## src/rtl/rat_pkg.sv

```systemverilog
// Shared RAT CPU datapath widths and types used by the scratch RAM, register file and datapath.
package rat_pkg;

  localparam int DATA_W = 8;
  localparam int ADDR_W = 5;
  localparam int SCR_DEPTH = 2 ** ADDR_W;

  typedef logic [DATA_W-1:0] data_t;
  typedef logic [ADDR_W-1:0] scr_addr_t;

endpackage

```

## src/rtl/scratch_ram.sv

```systemverilog
// 32 x 8 scratch RAM (stack / scratch store): combinational read, synchronous write,
// asynchronous active-low clear of every entry.
module scratch_ram
  import rat_pkg::*;
#(
  parameter int DATA_W = rat_pkg::DATA_W,
  parameter int ADDR_W = rat_pkg::ADDR_W
) (
  input  logic              CLK,
  input  logic              RST_N,
  input  logic [DATA_W-1:0] DATA_IN,
  input  logic [ADDR_W-1:0] SCR_ADDR,
  input  logic              SCR_WE,
  output logic [DATA_W-1:0] DATA_OUT
);

  localparam int DEPTH = 2 ** ADDR_W;

  logic [DATA_W-1:0] mem_q [DEPTH];
  logic [DEPTH-1:0]  wr_sel;

  // Every entry is its own register so the whole array can clear asynchronously.
  // An X/Z write enable makes the if-condition false, so it never writes in simulation.
  generate
    for (genvar gi = 0; gi < DEPTH; gi++) begin : g_entry
      assign wr_sel[gi] = (SCR_ADDR == ADDR_W'(gi));

      always_ff @(posedge CLK or negedge RST_N) begin
        if (!RST_N) begin
          mem_q[gi] <= '0;
        end else if ((SCR_WE == 1'b1) && wr_sel[gi]) begin
          mem_q[gi] <= DATA_IN;
        end
      end
    end
  endgenerate

  assign DATA_OUT = mem_q[SCR_ADDR];

endmodule

```

## config.mk

```make
export PLATFORM = sky130hd
export DESIGN_NAME = scratch_ram
export DESIGN_NICKNAME = d
export VERILOG_FILES = /design/src/rtl/rat_pkg.sv /design/src/rtl/scratch_ram.sv
export SDC_FILE = /design/constraint.sdc
export NUM_CORES = 1
export LEC_CHECK = 0
export BUFFER_PORTS_ARGS = -buffer_cell sky130_fd_sc_hd__buf_2
export CAP_MARGIN = 20
export CORE_MARGIN = 5
export CORE_UTILIZATION = 48
export CTS_CLUSTER_DIAMETER = 150
export CTS_CLUSTER_SIZE = 24
export DETAILED_ROUTE_END_ITERATION = 7
export GPL_TIMING_DRIVEN = 0
export MAX_ROUTING_LAYER = met4
export PLACE_DENSITY = 0.7
export REMOVE_ABC_BUFFERS = 1
export SLEW_MARGIN = 25
export SYNTH_ARGS = -nofsm -noshare
export SYNTH_HDL_FRONTEND = slang
export SYNTH_SLANG_ARGS = --single-unit
export TNS_END_PERCENT = 30
```

## constraint.sdc

```tcl
create_clock -name CLK -period 2.5 [get_ports CLK]
set_input_delay 0.5 -clock CLK [delete_from_list [all_inputs] [get_ports CLK]]
set_output_delay 0.5 -clock CLK [all_outputs]
set_load 0.02 [all_outputs]
```

Yosys cells after proc, flatten, opt, wreduce, memory -nomap -nowiden
Cells that the tools add are included.
- equality and inequality tests: 31
- add/sub/neg operators: 0
- reductions and logical operators: 33
- magnitude comparators: 1
- divide/modulo/power cells: 0
- multiplexer cells: 3
- $mul: 0
- bitwise logic cells: 1
- shifts and indexed selects: 0
- operators by type and width (cell ; count):
    5-bit equality test (second input constant) ; 16
    8-bit binary-select mux with 5-bit select ; 1
    5-bit by 4-bit equality test with 1-bit output (second input constant) ; 8
    1-bit logical AND ; 32
    5-bit by 3-bit equality test with 1-bit output (second input constant) ; 4
    8-bit two-way mux ; 2
    5-bit by 2-bit equality test with 1-bit output (second input constant) ; 2
    6-bit >= comparator (second input constant) ; 1
    5-bit inverter with 6-bit output ; 1
    5-bit by 1-bit equality test with 1-bit output (second input constant) ; 1
    5-bit logical NOT ; 1
- bits in latches: 0
- memories: 0
- logic and storage cells: 101
- output and inout bits: 8
- bits in read-only memories: 0
- bits of input ports: 16
- flip-flop bits (word level): 256
- RAM bits: 0

Depth between registers and ports, before layout
- depth in word-level cells: 4
- depth in mapped cells: 7
- mapped depth without buffers: 5

Worst setup path after synthesis
No wires, ideal clock.
- path type: input to output
- from: input SCR_ADDR[3]
- to: output DATA_OUT[6]
- data arrival time: 1882 ps
- stages: 5
- data required time: 2000 ps
- slack: 118 ps
- path buffers: 2
- cell sequence: buf_2 buf_2 mux4_2 o2111ai_1 nand4_1
- word-level cells in the longest chain between the ends: 4
- RTL lines (what ; line ; RTL):
    start, declared ; scratch_ram.sv:12 ; input logic [ADDR_W-1:0] SCR_ADDR,
    5-bit inverter with 6-bit output (implied by the code) ; scratch_ram.sv:38 ; assign DATA_OUT = mem_q[SCR_ADDR];
    8-bit binary-select mux with 5-bit select ; scratch_ram.sv:38 ;
    8-bit two-way mux (implied by the code) (2 in series) ; scratch_ram.sv:38 ;
    end, declared ; scratch_ram.sv:14 ; output logic [DATA_W-1:0] DATA_OUT
No other way between the ends. The select of a mux whose other input is x is not followed.

Final worst setup path
- from: register mem_q[170] (netlist bit)
- to: output DATA_OUT[2]
- word-level cells in the longest chain between the ends: 3
- RTL lines (what ; line ; RTL):
    start, declared ; scratch_ram.sv:19 ; logic [DATA_W-1:0] mem_q [DEPTH];
    start signal, assigned by index ; scratch_ram.sv:30 ; mem_q[gi] <= '0;
    start signal, assigned by index ; scratch_ram.sv:32 ; mem_q[gi] <= DATA_IN;
    8-bit binary-select mux with 5-bit select ; scratch_ram.sv:38 ;
    8-bit two-way mux (implied by the code) (2 in series) ; scratch_ram.sv:38 ;
No other way between the ends. The select of a mux whose other input is x is not followed.

==> results <==
- The flow ran to the end, but the final reports show violations.
- The checks that failed: negative setup slack.
- The maximum fanout encountered on the critical timing path is 2.
- mem_q holds more flip-flops than any other register.
- Once layout is done, the placed cells without fillers occupy 0.0134 mm^2.
- The initial cell density of the core is 49.0%.
- The sequential share of the synthesized area is 53.4%.
- STA classifies the critical path startpoint as a flop.
- The maximum vdd drop is 0.597 mV.
- The final-layout fill cell count is 2033.
- The number of antenna repair diodes is 0.
- The flop and latch count out of synthesis is 256.
- The clock tree from TritonCTS is yes.
- The fraction of layout cells with a size suffix above 1 is 44.3%.
- For the final routed database, the setup TNS stands at -0.261 ns.
- The clock period minus final worst setup slack is 2.58 ns.
- The die covers 0.0282 mm^2.
- The class of the most critical hold timing path is primary input to asynchronous set/reset pin.
- In the synthesized netlist, the number of instances is 863.
- The arrival time of data at the critical path endpoint is 2.08 ns.
- Clock tree synthesis selected as its root buffer the cell clkbuf_16.
- The DRC violations left is 0.
- For the pin with the worst max-slew slack, the measured transition is 0.771 ns.
- 24 I/O pins were placed.
- During placement, the flow inserted port buffers numbering 23.
- The max-capacitance violation count is 0.
- The worst endpoint required time is 2.00 ns.
- The number of synthesis warnings is 0.
- The leakage power of the design is 6.00 nW.
- The dominant synthesized flop cell is dfrtp_1.
- Dividing the detail-routed wire length by the instance count gives 22.9 um.
- The first routing iteration left 433 violations.
- The number of global-route vias before repair is 7432.
- The area of the core is 0.0245 mm^2.
- Routability-driven placement finished with a final weighted congestion of 0.830.
- The final hold violation count was 0.
- The number of optimization iterations in the first detailed-route pass is 5.
- In the post-route analysis, the smallest setup slack over all paths is -0.0827 ns.
- The worst setup path is captured at an output port.
- The number of vias in the routed layout is 7033.
- The share of async-settable or async-resettable flops after synthesis is 100%.
- The final count of pins violating max slew is 0.
- The die height is 168 um.
- CTS built an H-tree with a depth of 1.
- The wire length of the first global-routing pass is 44.2 mm.
- Using the TritonRoute via totals, the vias-per-cell ratio works out to 5.92.
- The largest registers in the layout are mem_q: 256 flops.
- The HPWL reported at the end of detailed placement is 16.6 mm.
- The count of endpoints failing setup in the final report is 5.
- The type of the worst setup path is flop to output port.
- The number of clock buffers inserted by TritonCTS is 14.
- The number of flip-flops in the largest register is 256.
- After clock tree synthesis, the clock-pin slew on the worst setup and hold paths is 0.09 ns.
- The number of nets in the layout is 881.
- The highest achievable clock rate is 387 MHz.
- The maximum clock skew at final layout is 0 ns.
- The normalized max-slew margin is 48.2%.
- The number of buffers between clock root and the deepest sink is 3.
- For the worst flop-to-flop path, the logic depth is 1.
- Counting distinct cell types in the post-synthesis netlist gives 39.
- The overall routed net length is 27.2 mm.
- The library cells used most frequently in the layout, excluding fill and tap cells, are 256 x mux2_2, 256 x dfrtp_1, 91 x mux2i_1.
- The finished layout holds 1189 standard cells, fillers aside.
- Global routing consumed, over all layers together, 20.3% of the routing resources.
- In this run the remaining antenna-violating nets after routing total 0.
- The utilization after layout is 54.6%.
- On the final layout, the worst hold slack is 0.499 ns.
- Prior to clock tree synthesis, the placed netlist has a worst setup slack of -1.06 ns.
- The chip width is 168 um.
- The placed instances occupy a cell area of 0.0124 mm^2.
- The overall overflow remaining after global route is 0.
- The number of enable-type register cells in the synthesized netlist is 0.
- The number of antenna violations at the first check in global routing is 0.
- The number of instances in the placed design is 1152.
- The power density relative to cell area is 721 mW/mm^2.
- Setup repair after global routing could not meet its margin everywhere.
- The clock latency on the worst-skew pair is 0.50 ns.
- The area growth from synthesis to layout is 11.4%.
- Counting every sink on the clock net gives 256.
- The row count is 57.
- The total power is 9.62 mW.
- Entering global routing, the biggest net connects 83 pins.
- The average instance area after synthesis is 13.9 um^2.
- The synthesized netlist occupies a cell area of 0.0120 mm^2.
- The fraction of the cycle the final worst path needs is 103%.
-- power breakdown --
part | switching (mW) | total, mW | internal [mW]
combinational | 0.840 | 1.90 | 1.06
sequential | 0.383 | 5.32 | 4.94
clock | 1.31 | 2.40 | 1.08
-- per-layer routing --
metal,track usage (%),vias up,part of all wire (%)
met1,28.4,3703,46
met3,3.19,34,4.7
li1,-,3158,-
met5,-,-,0
met2,32.2,138,48
met4,3.67,0,1.8
-- cells in the mapped netlist, types with 2 or more instances --
library cell	n	area [um^2]
nor4_4	3	63.8
a22oi_1	23	173
a211oi_1	3	22.5
nor3_2	3	30.0
mux2i_1	91	911
a21oi_1	5	25.0
nor2_2	12	75.1
nor3_1	7	35.0
o221ai_1	4	35.0
a2111o_1	4	45.0
nand2b_1	3	18.8
o31a_1	4	35.0
buf_4	4	30.0
nand4_1	7	43.8
a31oi_1	3	18.8
nor2_1	25	93.8
clkbuf_1	37	139
dfrtp_1	256	6410
o22a_1	4	35.0
nand2_1	31	116
inv_1	2	7.51
buf_1	3	11.3
a2111oi_0	3	26.3
mux4_2	17	383
mux2_2	256	2880
nand3_1	8	40.0
nor2b_1	7	43.8
buf_2	18	90.1
a22o_1	3	26.3
o22ai_1	8	50.1
-- final cells by class --
| type | instances | area (um^2) | share of cell area (%) |
|---|---|---|---|
| timing repair buffer | 48 | 649 | 4.86 |
| clock buffer | 15 | 375 | 2.81 |
| sequential | 256 | 6410 | 48.0 |
| clock inverter | 1 | 8.76 | 0.0656 |
| tap | 324 | 405 | 3.04 |
| inverter | 2 | 11.3 | 0.0843 |
| multi-input combinational | 543 | 5500 | 41.2 |
-- worst max-delay path, stage by stage (launching register included) --
cell and delay, ns:
dfrtp_1 0.39, mux2i_1 0.15, o22ai_1 0.12, a2111o_1 0.55
a21oi_2 0.19, nor2_2 0.06, buf_6 0.13
-- final timing paths --
check,endpoint,slack [ns],start
min in group CLK,mem_q[238],0.51,mem_q[238]
max,DATA_OUT[2],-0.08,mem_q[170]
max reg2reg,mem_q[195],1.71,mem_q[195]
min,mem_q[191],0.50,RST_N
min reg2reg,mem_q[238],0.51,mem_q[238]
max in group asynchronous,mem_q[70],1.00,RST_N
-- cells by family after synthesis --
logic type      after synthesis  synth area share, %
flops                       256                 53.4
compound gates               65                 4.17
buf+inv                      64                 2.32
mux                         364                 34.8
simple gates                114                 5.23
-- repair_timing --
| item | 4_1_cts | 5_1_grt |
|---|---|---|
| buffers inserted | 14 | 0 |
| hold endpoints to repair | 48 | 0 |
| gates resized for setup | 48 | 7 |
| setup endpoints to repair | 32 | 7 |
| pin swaps | 19 | 6 |
| hold buffers | 1 | 0 |
| cloned | 6 | 0 |
Power figures use the tool's default switching activity.
